### config.mk
export PLATFORM = sky130hd
export DESIGN_NAME = write_back_unit_flat
export DESIGN_NICKNAME = d
export VERILOG_FILES = /design/src/rtl/wb_pkg.sv /design/src/rtl/write_back_unit_if.sv /design/src/rtl/wb_pending_fifo.sv /design/src/rtl/write_back_unit.sv /design/src/flat_wrapper.sv
export SDC_FILE = /design/constraint.sdc
export NUM_CORES = 1
export LEC_CHECK = 0
export CELL_PAD_IN_SITES_DETAIL_PLACEMENT = 0
export CELL_PAD_IN_SITES_GLOBAL_PLACEMENT = 1
export CORE_UTILIZATION = 42
export CTS_BUF_LIST = sky130_fd_sc_hd__clkbuf_8 sky130_fd_sc_hd__clkbuf_16
export CTS_CLUSTER_SIZE = 24
export DETAILED_ROUTE_END_ITERATION = 8
export PLACE_DENSITY = 0.88
export SLEW_MARGIN = 0
export SYNTH_ARGS = -nofsm -noshare
export SYNTH_HDL_FRONTEND = slang
export SYNTH_SLANG_ARGS = --single-unit
### constraint.sdc
create_clock -name clock -period 5.93 [get_ports clock]
set_clock_uncertainty 0.05 [all_clocks]
set_input_delay 1.186 -clock clock [delete_from_list [all_inputs] [get_ports clock]]
set_output_delay 1.186 -clock clock [all_outputs]
set_load 0.005 [all_outputs]
### src/rtl/wb_pkg.sv
// Shared types for the write-back stage: result source, buffered entry layout.
package wb_pkg;
  localparam int DATA_W     = 16;
  localparam int REG_ADDR_W = 3;

  typedef enum logic {SRC_ALU = 1'b0, SRC_MEM = 1'b1} wb_src_e;

  typedef struct packed {
    wb_src_e               src;
    logic [REG_ADDR_W-1:0] rd;
    logic [DATA_W-1:0]     data;
  } wb_entry_t;
endpackage

### src/rtl/write_back_unit_if.sv
// Result inputs, register-file write port and forwarding lookup of the write-back stage.
interface write_back_unit_if;
  import wb_pkg::*;
  logic                  alu_valid, alu_ready;
  logic [REG_ADDR_W-1:0] alu_rd;
  logic [DATA_W-1:0]     alu_data;
  logic                  mem_valid, mem_ready;
  logic [REG_ADDR_W-1:0] mem_rd;
  logic [DATA_W-1:0]     mem_data;
  logic [REG_ADDR_W-1:0] RW;
  logic [DATA_W-1:0]     BusW1, BusW2;
  logic                  sig_enable_write1, sig_enable_write2;
  logic [REG_ADDR_W-1:0] fwd_addr;
  logic                  fwd_hit;
  logic [DATA_W-1:0]     fwd_data;

  modport master (
    output alu_valid, alu_rd, alu_data, mem_valid, mem_rd, mem_data, fwd_addr,
    input  alu_ready, mem_ready, RW, BusW1, BusW2,
           sig_enable_write1, sig_enable_write2, fwd_hit, fwd_data
  );
  modport slave (
    input  alu_valid, alu_rd, alu_data, mem_valid, mem_rd, mem_data, fwd_addr,
    output alu_ready, mem_ready, RW, BusW1, BusW2,
           sig_enable_write1, sig_enable_write2, fwd_hit, fwd_data
  );
endinterface

### src/rtl/wb_pending_fifo.sv
// Pending-write FIFO: two ordered pushes and one pop per cycle, entries exposed head-first.
module wb_pending_fifo
  import wb_pkg::*;
#(
  parameter int DEPTH = 2,
  parameter int CNT_W = $clog2(DEPTH+1),
  parameter int PTR_W = $clog2(DEPTH)
) (
  input  logic                        clock,
  input  logic                        reset_n,
  input  logic                        push0,
  input  wb_entry_t                   din0,
  input  logic                        push1,
  input  wb_entry_t                   din1,
  input  logic                        pop,
  output wb_entry_t                   head,
  output logic [CNT_W-1:0]            count,
  output wb_entry_t [DEPTH-1:0]       ent,
  output logic [DEPTH-1:0]            ent_vld
);
  wb_entry_t [DEPTH-1:0] mem_q, mem_d;
  logic [PTR_W-1:0]      wr_q, wr_d, rd_q, rd_d;
  logic [CNT_W-1:0]      cnt_q, cnt_d;

  function automatic logic [PTR_W-1:0] wrap(input int p);
    return PTR_W'(p % DEPTH);
  endfunction

  always_comb begin
    mem_d = mem_q;
    // push1 is always the younger entry, landing behind push0 when both fire
    if (push0) mem_d[wr_q] = din0;
    if (push1) mem_d[wrap(int'(wr_q) + int'(push0))] = din1;
    wr_d  = wrap(int'(wr_q) + int'(push0) + int'(push1));
    rd_d  = pop ? wrap(int'(rd_q) + 1) : rd_q;
    cnt_d = CNT_W'(int'(cnt_q) + int'(push0) + int'(push1) - int'(pop));
  end

  always_ff @(posedge clock or negedge reset_n) begin
    if (!reset_n) begin
      mem_q <= '0;
      wr_q  <= '0;
      rd_q  <= '0;
      cnt_q <= '0;
    end else begin
      mem_q <= mem_d;
      wr_q  <= wr_d;
      rd_q  <= rd_d;
      cnt_q <= cnt_d;
    end
  end

  assign head  = mem_q[rd_q];
  assign count = cnt_q;

  for (genvar i = 0; i < DEPTH; i++) begin : g_ent
    assign ent[i]     = mem_q[wrap(int'(rd_q) + i)];
    assign ent_vld[i] = CNT_W'(i) < cnt_q;
  end
endmodule

### src/rtl/write_back_unit.sv
// Write-back stage: orders ALU/load results onto a single register-file write port.
module write_back_unit
  import wb_pkg::*;
#(
  parameter int DEPTH = 2
) (
  input  logic                         clock,
  input  logic                         reset_n,
  write_back_unit_if.slave             wb,
  output logic [$clog2(DEPTH+1)-1:0]   pending_count
);
  localparam int CNT_W = $clog2(DEPTH+1);

  logic                  push0, push1, pop, alu_rdy, alu_acc, iss_vld;
  wb_entry_t             din0, din1, head, iss, mem_e, alu_e;
  wb_entry_t [DEPTH-1:0] ent;
  logic [DEPTH-1:0]      ent_vld;

  logic [REG_ADDR_W-1:0] rw_q, rw_d;
  logic [DATA_W-1:0]     busw1_q, busw1_d, busw2_q, busw2_d;
  logic                  en1_q, en1_d, en2_q, en2_d;

  wb_pending_fifo #(.DEPTH(DEPTH)) u_fifo (
    .clock, .reset_n, .push0, .din0, .push1, .din1, .pop,
    .head, .count(pending_count), .ent, .ent_vld
  );

  assign mem_e   = '{src: SRC_MEM, rd: wb.mem_rd, data: wb.mem_data};
  assign alu_e   = '{src: SRC_ALU, rd: wb.alu_rd, data: wb.alu_data};
  // full buffer can still absorb one push since the head drains this cycle
  assign alu_rdy = !(wb.mem_valid && pending_count == CNT_W'(DEPTH));
  assign alu_acc = wb.alu_valid && alu_rdy;

  always_comb begin
    push0   = 1'b0;
    push1   = 1'b0;
    din0    = mem_e;
    din1    = alu_e;
    pop     = 1'b0;
    iss_vld = 1'b0;
    iss     = mem_e;
    if (pending_count != '0) begin
      pop     = 1'b1;
      iss_vld = 1'b1;
      iss     = head;
      if (wb.mem_valid) begin
        push0 = 1'b1;
        push1 = alu_acc;
      end else begin
        push0 = alu_acc;
        din0  = alu_e;
      end
    end else if (wb.mem_valid) begin
      iss_vld = 1'b1;
      push0   = alu_acc;
      din0    = alu_e;
    end else if (alu_acc) begin
      iss_vld = 1'b1;
      iss     = alu_e;
    end
    en1_d   = iss_vld && iss.src == SRC_ALU;
    en2_d   = iss_vld && iss.src == SRC_MEM;
    rw_d    = iss_vld ? iss.rd : rw_q;
    busw1_d = en1_d ? iss.data : busw1_q;
    busw2_d = en2_d ? iss.data : busw2_q;
  end

  always_ff @(posedge clock or negedge reset_n) begin
    if (!reset_n) begin
      rw_q    <= '0;
      busw1_q <= '0;
      busw2_q <= '0;
      en1_q   <= 1'b0;
      en2_q   <= 1'b0;
    end else begin
      rw_q    <= rw_d;
      busw1_q <= busw1_d;
      busw2_q <= busw2_d;
      en1_q   <= en1_d;
      en2_q   <= en2_d;
    end
  end

  // Later matches override earlier ones: issue stage is oldest, buffer tail youngest.
  always_comb begin
    wb.fwd_hit  = 1'b0;
    wb.fwd_data = '0;
    if ((en1_q || en2_q) && rw_q == wb.fwd_addr) begin
      wb.fwd_hit  = 1'b1;
      wb.fwd_data = en1_q ? busw1_q : busw2_q;
    end
    for (int i = 0; i < DEPTH; i++) begin
      if (ent_vld[i] && ent[i].rd == wb.fwd_addr) begin
        wb.fwd_hit  = 1'b1;
        wb.fwd_data = ent[i].data;
      end
    end
  end

  assign wb.alu_ready         = alu_rdy;
  assign wb.mem_ready         = 1'b1;
  assign wb.RW                = rw_q;
  assign wb.BusW1             = busw1_q;
  assign wb.BusW2             = busw2_q;
  assign wb.sig_enable_write1 = en1_q;
  assign wb.sig_enable_write2 = en2_q;
endmodule

### src/flat_wrapper.sv
// flat-port wrapper written by rule: the top's interface ports become plain ports
module write_back_unit_flat import wb_pkg::*;
#(
  parameter int DEPTH = 2
)
  (clock, reset_n, pending_count, wb_alu_valid, wb_alu_rd, wb_alu_data, wb_mem_valid, wb_mem_rd, wb_mem_data, wb_fwd_addr, wb_alu_ready, wb_mem_ready, wb_RW, wb_BusW1, wb_BusW2, wb_sig_enable_write1, wb_sig_enable_write2, wb_fwd_hit, wb_fwd_data);
  write_back_unit_if wb_i ();
  input  logic clock;
  input  logic reset_n;
  output logic [$clog2(DEPTH+1)-1:0] pending_count;
  input wire logic [$bits(wb_i.alu_valid)-1:0] wb_alu_valid;
  input wire logic [$bits(wb_i.alu_rd)-1:0] wb_alu_rd;
  input wire logic [$bits(wb_i.alu_data)-1:0] wb_alu_data;
  input wire logic [$bits(wb_i.mem_valid)-1:0] wb_mem_valid;
  input wire logic [$bits(wb_i.mem_rd)-1:0] wb_mem_rd;
  input wire logic [$bits(wb_i.mem_data)-1:0] wb_mem_data;
  input wire logic [$bits(wb_i.fwd_addr)-1:0] wb_fwd_addr;
  output wire logic [$bits(wb_i.alu_ready)-1:0] wb_alu_ready;
  output wire logic [$bits(wb_i.mem_ready)-1:0] wb_mem_ready;
  output wire logic [$bits(wb_i.RW)-1:0] wb_RW;
  output wire logic [$bits(wb_i.BusW1)-1:0] wb_BusW1;
  output wire logic [$bits(wb_i.BusW2)-1:0] wb_BusW2;
  output wire logic [$bits(wb_i.sig_enable_write1)-1:0] wb_sig_enable_write1;
  output wire logic [$bits(wb_i.sig_enable_write2)-1:0] wb_sig_enable_write2;
  output wire logic [$bits(wb_i.fwd_hit)-1:0] wb_fwd_hit;
  output wire logic [$bits(wb_i.fwd_data)-1:0] wb_fwd_data;
  assign wb_i.alu_valid = wb_alu_valid;
  assign wb_i.alu_rd = wb_alu_rd;
  assign wb_i.alu_data = wb_alu_data;
  assign wb_i.mem_valid = wb_mem_valid;
  assign wb_i.mem_rd = wb_mem_rd;
  assign wb_i.mem_data = wb_mem_data;
  assign wb_i.fwd_addr = wb_fwd_addr;
  assign wb_alu_ready = wb_i.alu_ready;
  assign wb_mem_ready = wb_i.mem_ready;
  assign wb_RW = wb_i.RW;
  assign wb_BusW1 = wb_i.BusW1;
  assign wb_BusW2 = wb_i.BusW2;
  assign wb_sig_enable_write1 = wb_i.sig_enable_write1;
  assign wb_sig_enable_write2 = wb_i.sig_enable_write2;
  assign wb_fwd_hit = wb_i.fwd_hit;
  assign wb_fwd_data = wb_i.fwd_data;
  write_back_unit #(.DEPTH(DEPTH)) u_core (.clock(clock), .reset_n(reset_n), .wb(wb_i), .pending_count(pending_count));
endmodule
==> impl_metrics.yaml, run 1 <==
worst_setup_path:
  crit_type: "primary input to primary output"
  r2r-start: "u_core.u_fifo.rd_q"
  cp-end-kind: "primary output"
  crit_family: "buffers and inverters"
  cpMaxStageDelayCell: "a41oi_2"
  cp_num_buf_inv: 3
  cp_cell_sequence: "clkdlybuf4s50_1, xnor2_1, o2111ai_1, a41oi_2, buf_4, a221oi_2, a21oi_1, clkdlybuf4s50_1"
  crit_fanout: 11
  crit_path_max_incr_delay_ps: 630
  crit_cells: 8
  ff2ff_path_depth: 6
  crit_required_ps: 4690
  r2r_setup_slack_ps: 3370
  arrival_ps: 3710
  critPathMostFrequentCell: "clkdlybuf4s50_1"
  regToRegEndpoint: "u_core.wb.BusW1[6]"
  crit_end: "wb_fwd_data[5]"
  start_kind: "primary input"
  startpoint: "wb_fwd_addr[0]"
final_layout:
  ff_latch_area_mm2: 0.002028
  final_cells: 709
  syn2layout_area_growth_pct: 25.78
  diodes: 0
  fillerInstances: 986
  multi_input_area_mm2: 0.002317
  layout-drive-gt1-share_pct: 13.71
  layout.cells.most_common: "clkdlybuf4s50_1"
  fin_nets: 610
  post-route-util_pct: 54.17
  layout_common_cells: "clkdlybuf4s50_1, dfrtp_1, nand2_1"
synthesis:
  synth_warnings: 0
  syn_avg_cell_area_um2: 9.566
  syn-num-nets: 534
  ys_ff_latch: 81
  netlist_area_mm2: 0.004668
  synth_cells: 488
  ys_async_sr_fraction_pct: 100.0
  synthFlopType: "dfrtp_1"
  yosysUniqueCellTypes: 41
  synth_edf_count: 0
  ys_seq_area_share_pct: 43.42
place:
  portBuffers: 101
  dp.cells: 693
  gp_congestion: 0.8998
  dp_hpwl_mm: 8.931
min_path:
  hold_class: "register to register"
floorplan:
  rows: 38
  start_util_pct: 43.06
  die-area_mm2: 0.01154
  pin_count: 103
  die_w_um: 107.4
  die_height_um: 107.4
  core_area_mm2: 0.01084
route:
  vias_per_cell: 5.828
  drt-total-wl_mm: 12.90
  firstDrtPassIters: 5
  ant_nets: 0
  met2WireLength_mm: 6.137
  drcViolationCount: 0
  wl_met3_um: 735
  num_vias: 4132
  wl_per_cell_um: 18.19
  met1Wirelength_mm: 5.841
  highest_layer: "met4"
  drt_iter0_markers: 211
global_routing:
  grt_pass1_vias: 3980
  track_usage_pct: 23.15
  antenna_found_initial: 0
  grt_remaining_overflow: 0
  grt_pass1_wl_mm: 20.47
  grt_max_degree: 82
cts:
  cts_tree: "yes"
  cts-resized-gates: 0
  clock_path_buffers: 2
  cts_buffers: 9
  cts_hold_buf: 0
  clock_latency_ps: 350
  clock_sinks: 81
  clk_pin_slew_ps: 80
  postCtsSetupBuffers: 0
  ctsRootBufferMaster: "clkbuf_8"
  h-tree-depth: 3
sta:
  fin_hold_ws_ps: 462.4
  fmax_mhz: 202.1
  slew_headroom_pct: 23.69
  rsz0062_at_grt: "no"
  period_minus_slack_ps: 4948
  fin_tns_setup_ps: 0
  period_share_pct: 83.44
  hold_viol_final: 0
  setup_viol: 0
  slew_viol_final: 0
  worstMarginPinSlew_ps: 1145
power:
  peakVddDrop_mv: 0.2820
  power_density_mw_per_mm2: 650.3
  p_leak_uw: 0.002392
run:
  max_cap_violations: 0
outcome:
  status: "finished clean"
-- cell type report --
| cell class | instances | area share, % |
|---|---|---|
| Timing Repair Buffer | 111 | 18.45 |
| Clock inverter | 7 | 0.9163 |
| Sequential cell | 81 | 34.54 |
| Inverter | 24 | 1.534 |
| Multi-Input combinational cell | 337 | 39.46 |
| Clock buffer | 9 | 2.110 |
| Tap cell | 140 | 2.983 |
-- worst min path at each step --
stage / start / to / slack, ps / cells after the start
floorplan: u_core.wb.BusW2[0] / u_core.wb.BusW2[0] / 440 / 2
global placement: u_core.wb.BusW1[6] / u_core.wb.BusW1[6] / 440 / 2
detailed placement: u_core.wb.BusW2[9] / u_core.wb.BusW2[9] / 450 / 2
CTS: u_core.wb.BusW2[9] / u_core.wb.BusW2[9] / 470 / 2
global route: u_core.wb.BusW1[15] / u_core.wb.BusW1[15] / 500 / 2
finish: u_core.wb.BusW2[9] / u_core.wb.BusW2[9] / 460 / 2
-- registers in the layout, indices dropped and copies added, names as in the netlist --
signal and flops:
u_core.u_fifo.mem_q 40, u_core.u_fifo.rd_q 1, u_core.wb.sig_enable_write2 1, u_core.wb.sig_enable_write1 1, u_core.u_fifo.count 2, u_core.wb.BusW2 16
u_core.wb.RW 3, u_core.wb.BusW1 16, u_core.u_fifo.wr_q 1
-- per-layer routing --
metal,up-vias,global-route usage [%]
met1,2020,32.36
met3,16,3.208
met4,0,7.241
met5,-,0
met2,148,37.14
li1,1948,-
-- per-stage QoR --
step                      worst slack [ps]  total power, uW  instance area [um^2]
after CTS                            959.4             3821                  5872
after global routing                 806.6             4116                  5872
after detailed placement             971.7             3453                  5694
final                                982.1             3818                  5872
after global placement               997.2             3379                  5694
after floorplan                       2490             2550                  4668
-- power by group --
| group | internal (uW) | switching, uW |
|---|---|---|
| clock network | 155 | 211 |
| logic | 1150 | 1170 |
| registers | 859 | 264 |
-- cells by family (layout without fill, tap and decap cells) --
family | Yosys count | after routing | synth area share (%)
buffers and inverters | 70 | 151 | 7.076
DFF | 81 | 81 | 43.42
adders and majority gates | 1 | 1 | 0.4289
other | 1 | 1 | 0.08033
AOI/OAI and AO/OA | 193 | 193 | 26.83
muxes | 59 | 59 | 13.54
and+or+nand+nor | 69 | 69 | 6.004
xor gates and xnor gates | 14 | 14 | 2.627
-- synth_stat cells (3+ instances only) --
cell / n / area (um^2)
xor2_1: 9 / 78.83
buf_1: 3 / 11.26
a211oi_1: 3 / 22.52
mux2_2: 31 / 349.1
buf_2: 11 / 55.05
nor2_1: 7 / 26.28
o22ai_1: 39 / 244.0
a31oi_1: 20 / 125.1
buf_6: 4 / 45.04
o21ai_1: 43 / 215.2
clkbuf_1: 25 / 93.84
dfrtp_1: 81 / 2027
xnor2_1: 5 / 43.79
nand2_1: 54 / 202.7
a21oi_1: 38 / 190.2
inv_2: 3 / 11.26
o211ai_1: 16 / 120.1
a221oi_1: 6 / 52.55
a221oi_2: 10 / 150.1
inv_1: 21 / 78.83
mux2i_1: 26 / 260.3
o21ai_0: 9 / 45.04
nand3_1: 3 / 15.01
-- worst register-to-register path, cell delays in order (launching register included) --
cell	delay [ps]
dfrtp_2	460
buf_4	500
mux2i_1	160
nand2_1	120
o21a_1	900
nand2_1	170
o21ai_1	120
No activity file was read; power rests on OpenSTA's default activity.
==> run 2: changes to the inputs <==
Settings changed: CORE_UTILIZATION 42 to 35, PLACE_DENSITY 0.88 to 0.79.
Clock period 5.93 ns to 4.5 ns, I/O delays scaled along.
==> impl_metrics.yaml, run 2 (synthesis results as in run 1) <==
worst_setup_path:
  startpoint: "wb_fwd_addr[0]"
  cp-end-kind: "primary output"
  r2r_setup_slack_ps: 2190
  crit_fanout: 16
  r2r-start: "u_core.u_fifo.rd_q"
  crit_type: "primary input to primary output"
  ff2ff_path_depth: 6
  regToRegEndpoint: "u_core.wb.BusW2[1]"
  crit_required_ps: 3550
  crit_end: "wb_fwd_data[8]"
  start_kind: "primary input"
  arrival_ps: 3160
cts:
  clk_pin_slew_ps: 60
  clock_sinks: 81
  postCtsSetupBuffers: 0
  clock_path_buffers: 2
  cts-resized-gates: 0
  clock_latency_ps: 340
  cts_hold_buf: 0
  cts_tree: "yes"
  cts_buffers: 9
  h-tree-depth: 3
  ctsRootBufferMaster: "clkbuf_16"
route:
  drcViolationCount: 0
  met2WireLength_mm: 6.369
  num_vias: 4175
  met1Wirelength_mm: 6.346
  wl_met3_um: 911
  firstDrtPassIters: 5
  ant_nets: 0
  highest_layer: "met4"
  vias_per_cell: 5.597
  drt-total-wl_mm: 13.86
  wl_per_cell_um: 18.58
  drt_iter0_markers: 273
sta:
  period_minus_slack_ps: 4112
  hold_viol_final: 0
  rsz0062_at_grt: "no"
  fmax_mhz: 243.2
  period_share_pct: 91.39
  slew_headroom_pct: 31.72
  worstMarginPinSlew_ps: 1024
  fin_tns_setup_ps: 0
  setup_viol: 0
  fin_hold_ws_ps: 453.0
  finalWorstSetupSlack_ps: 387.6
  slew_viol_final: 0
run:
  max_cap_violations: 0
power:
  power_density_mw_per_mm2: 882.2
  peakVddDrop_mv: 0.3329
  p_leak_uw: 0.002483
final_layout:
  layout_common_cells: "clkdlybuf4s50_1, dfrtp_1, nand2_1"
  layout-drive-gt1-share_pct: 14.46
  largest-register: "u_core.u_fifo.mem_q"
  diodes: 0
  fin_nets: 615
  syn2layout_area_growth_pct: 30.39
  layout.cells.most_common: "clkdlybuf4s50_1"
  largest_reg_flops: 40
place:
  portBuffers: 101
  dp_slack_ps: 384.9
  dp_hpwl_mm: 9.629
  gp_congestion: 0.8474
global_routing:
  track_usage_pct: 20.68
  antenna_found_initial: 0
  grt_remaining_overflow: 0
  grt_max_degree: 82
  grt_pass1_vias: 4107
  grt_pass1_wl_mm: 22.42
floorplan:
  die_w_um: 117.5
  die_height_um: 117.5
  core_area_mm2: 0.01282
  start_util_pct: 36.40
  die-area_mm2: 0.01380
  rows: 41
  pin_count: 103
min_path:
  hold_class: "register to register"
outcome:
  status: "finished clean"
## run 2: cell types whose count changed in the layout (fill, tap and decap cells not counted), sizes merged
cell | previous run | this run
buf | 11 | 16
bufinv | 0 | 1
clkinv | 1 | 3
clkinvlp | 3 | 1
inv | 27 | 26
## run 2: per-stage QoR
step                      util (%)  total power (uW)  std cells  instance area, um^2
after floorplan                  -              3361        488                 4668
after global placement       45.10              4542        730                 5784
after detailed placement     45.10              4629        730                 5784
after CTS                    47.46              5383        746                 6087
after global routing         47.46              5768        746                 6087
final                        47.46              5370        746                 6087
## run 2: power by group
part	internal (uW)	leakage (uW)	switching, uW
Combinational	1550	0.00140	1580
Sequential	1130	0.000938	356
Clock	435	0.000146	312
## run 2: worst min path at each step
| stage | startpoint | end | slack, ps | cells past startpoint |
|---|---|---|---|---|
| global route | u_core.wb.BusW2[0] | u_core.wb.BusW2[0] | 500 | 2 |
| detailed placement | u_core.wb.BusW1[4] | u_core.wb.BusW1[4] | 440 | 2 |
| finish | u_core.wb.BusW1[4] | u_core.wb.BusW1[4] | 450 | 2 |
| floorplan | u_core.wb.BusW2[0] | u_core.wb.BusW2[0] | 440 | 2 |
| global placement | u_core.wb.BusW1[10] | u_core.wb.BusW1[10] | 430 | 2 |
| CTS | u_core.wb.BusW1[4] | u_core.wb.BusW1[4] | 460 | 2 |
## run 2: cell type report
type / count / area [um^2]
timing repair buffer: 116 / 1134
tap: 172 / 215.2
clock inverter: 7 / 77.57
sequential: 81 / 2028
fill: 1223 / 6738
multi-input combinational: 337 / 2317
clock buffer: 9 / 225.2
inverter: 24 / 90.09
## run 2: layer usage
layer	up-vias	track usage, %
met5	-	0
met2	165	31.95
met4	0	6.731
li1	1967	-
met3	20	3.682
met1	2023	29.27
## run 2: worst max-delay path, cell delays in order
cell and delay [ps]:
clkdlybuf4s50_1 550, xnor2_1 150, o2111ai_1 170, a41oi_2 210, buf_4 300, a221oi_1 130
a21oi_1 210, clkdlybuf4s50_1 540
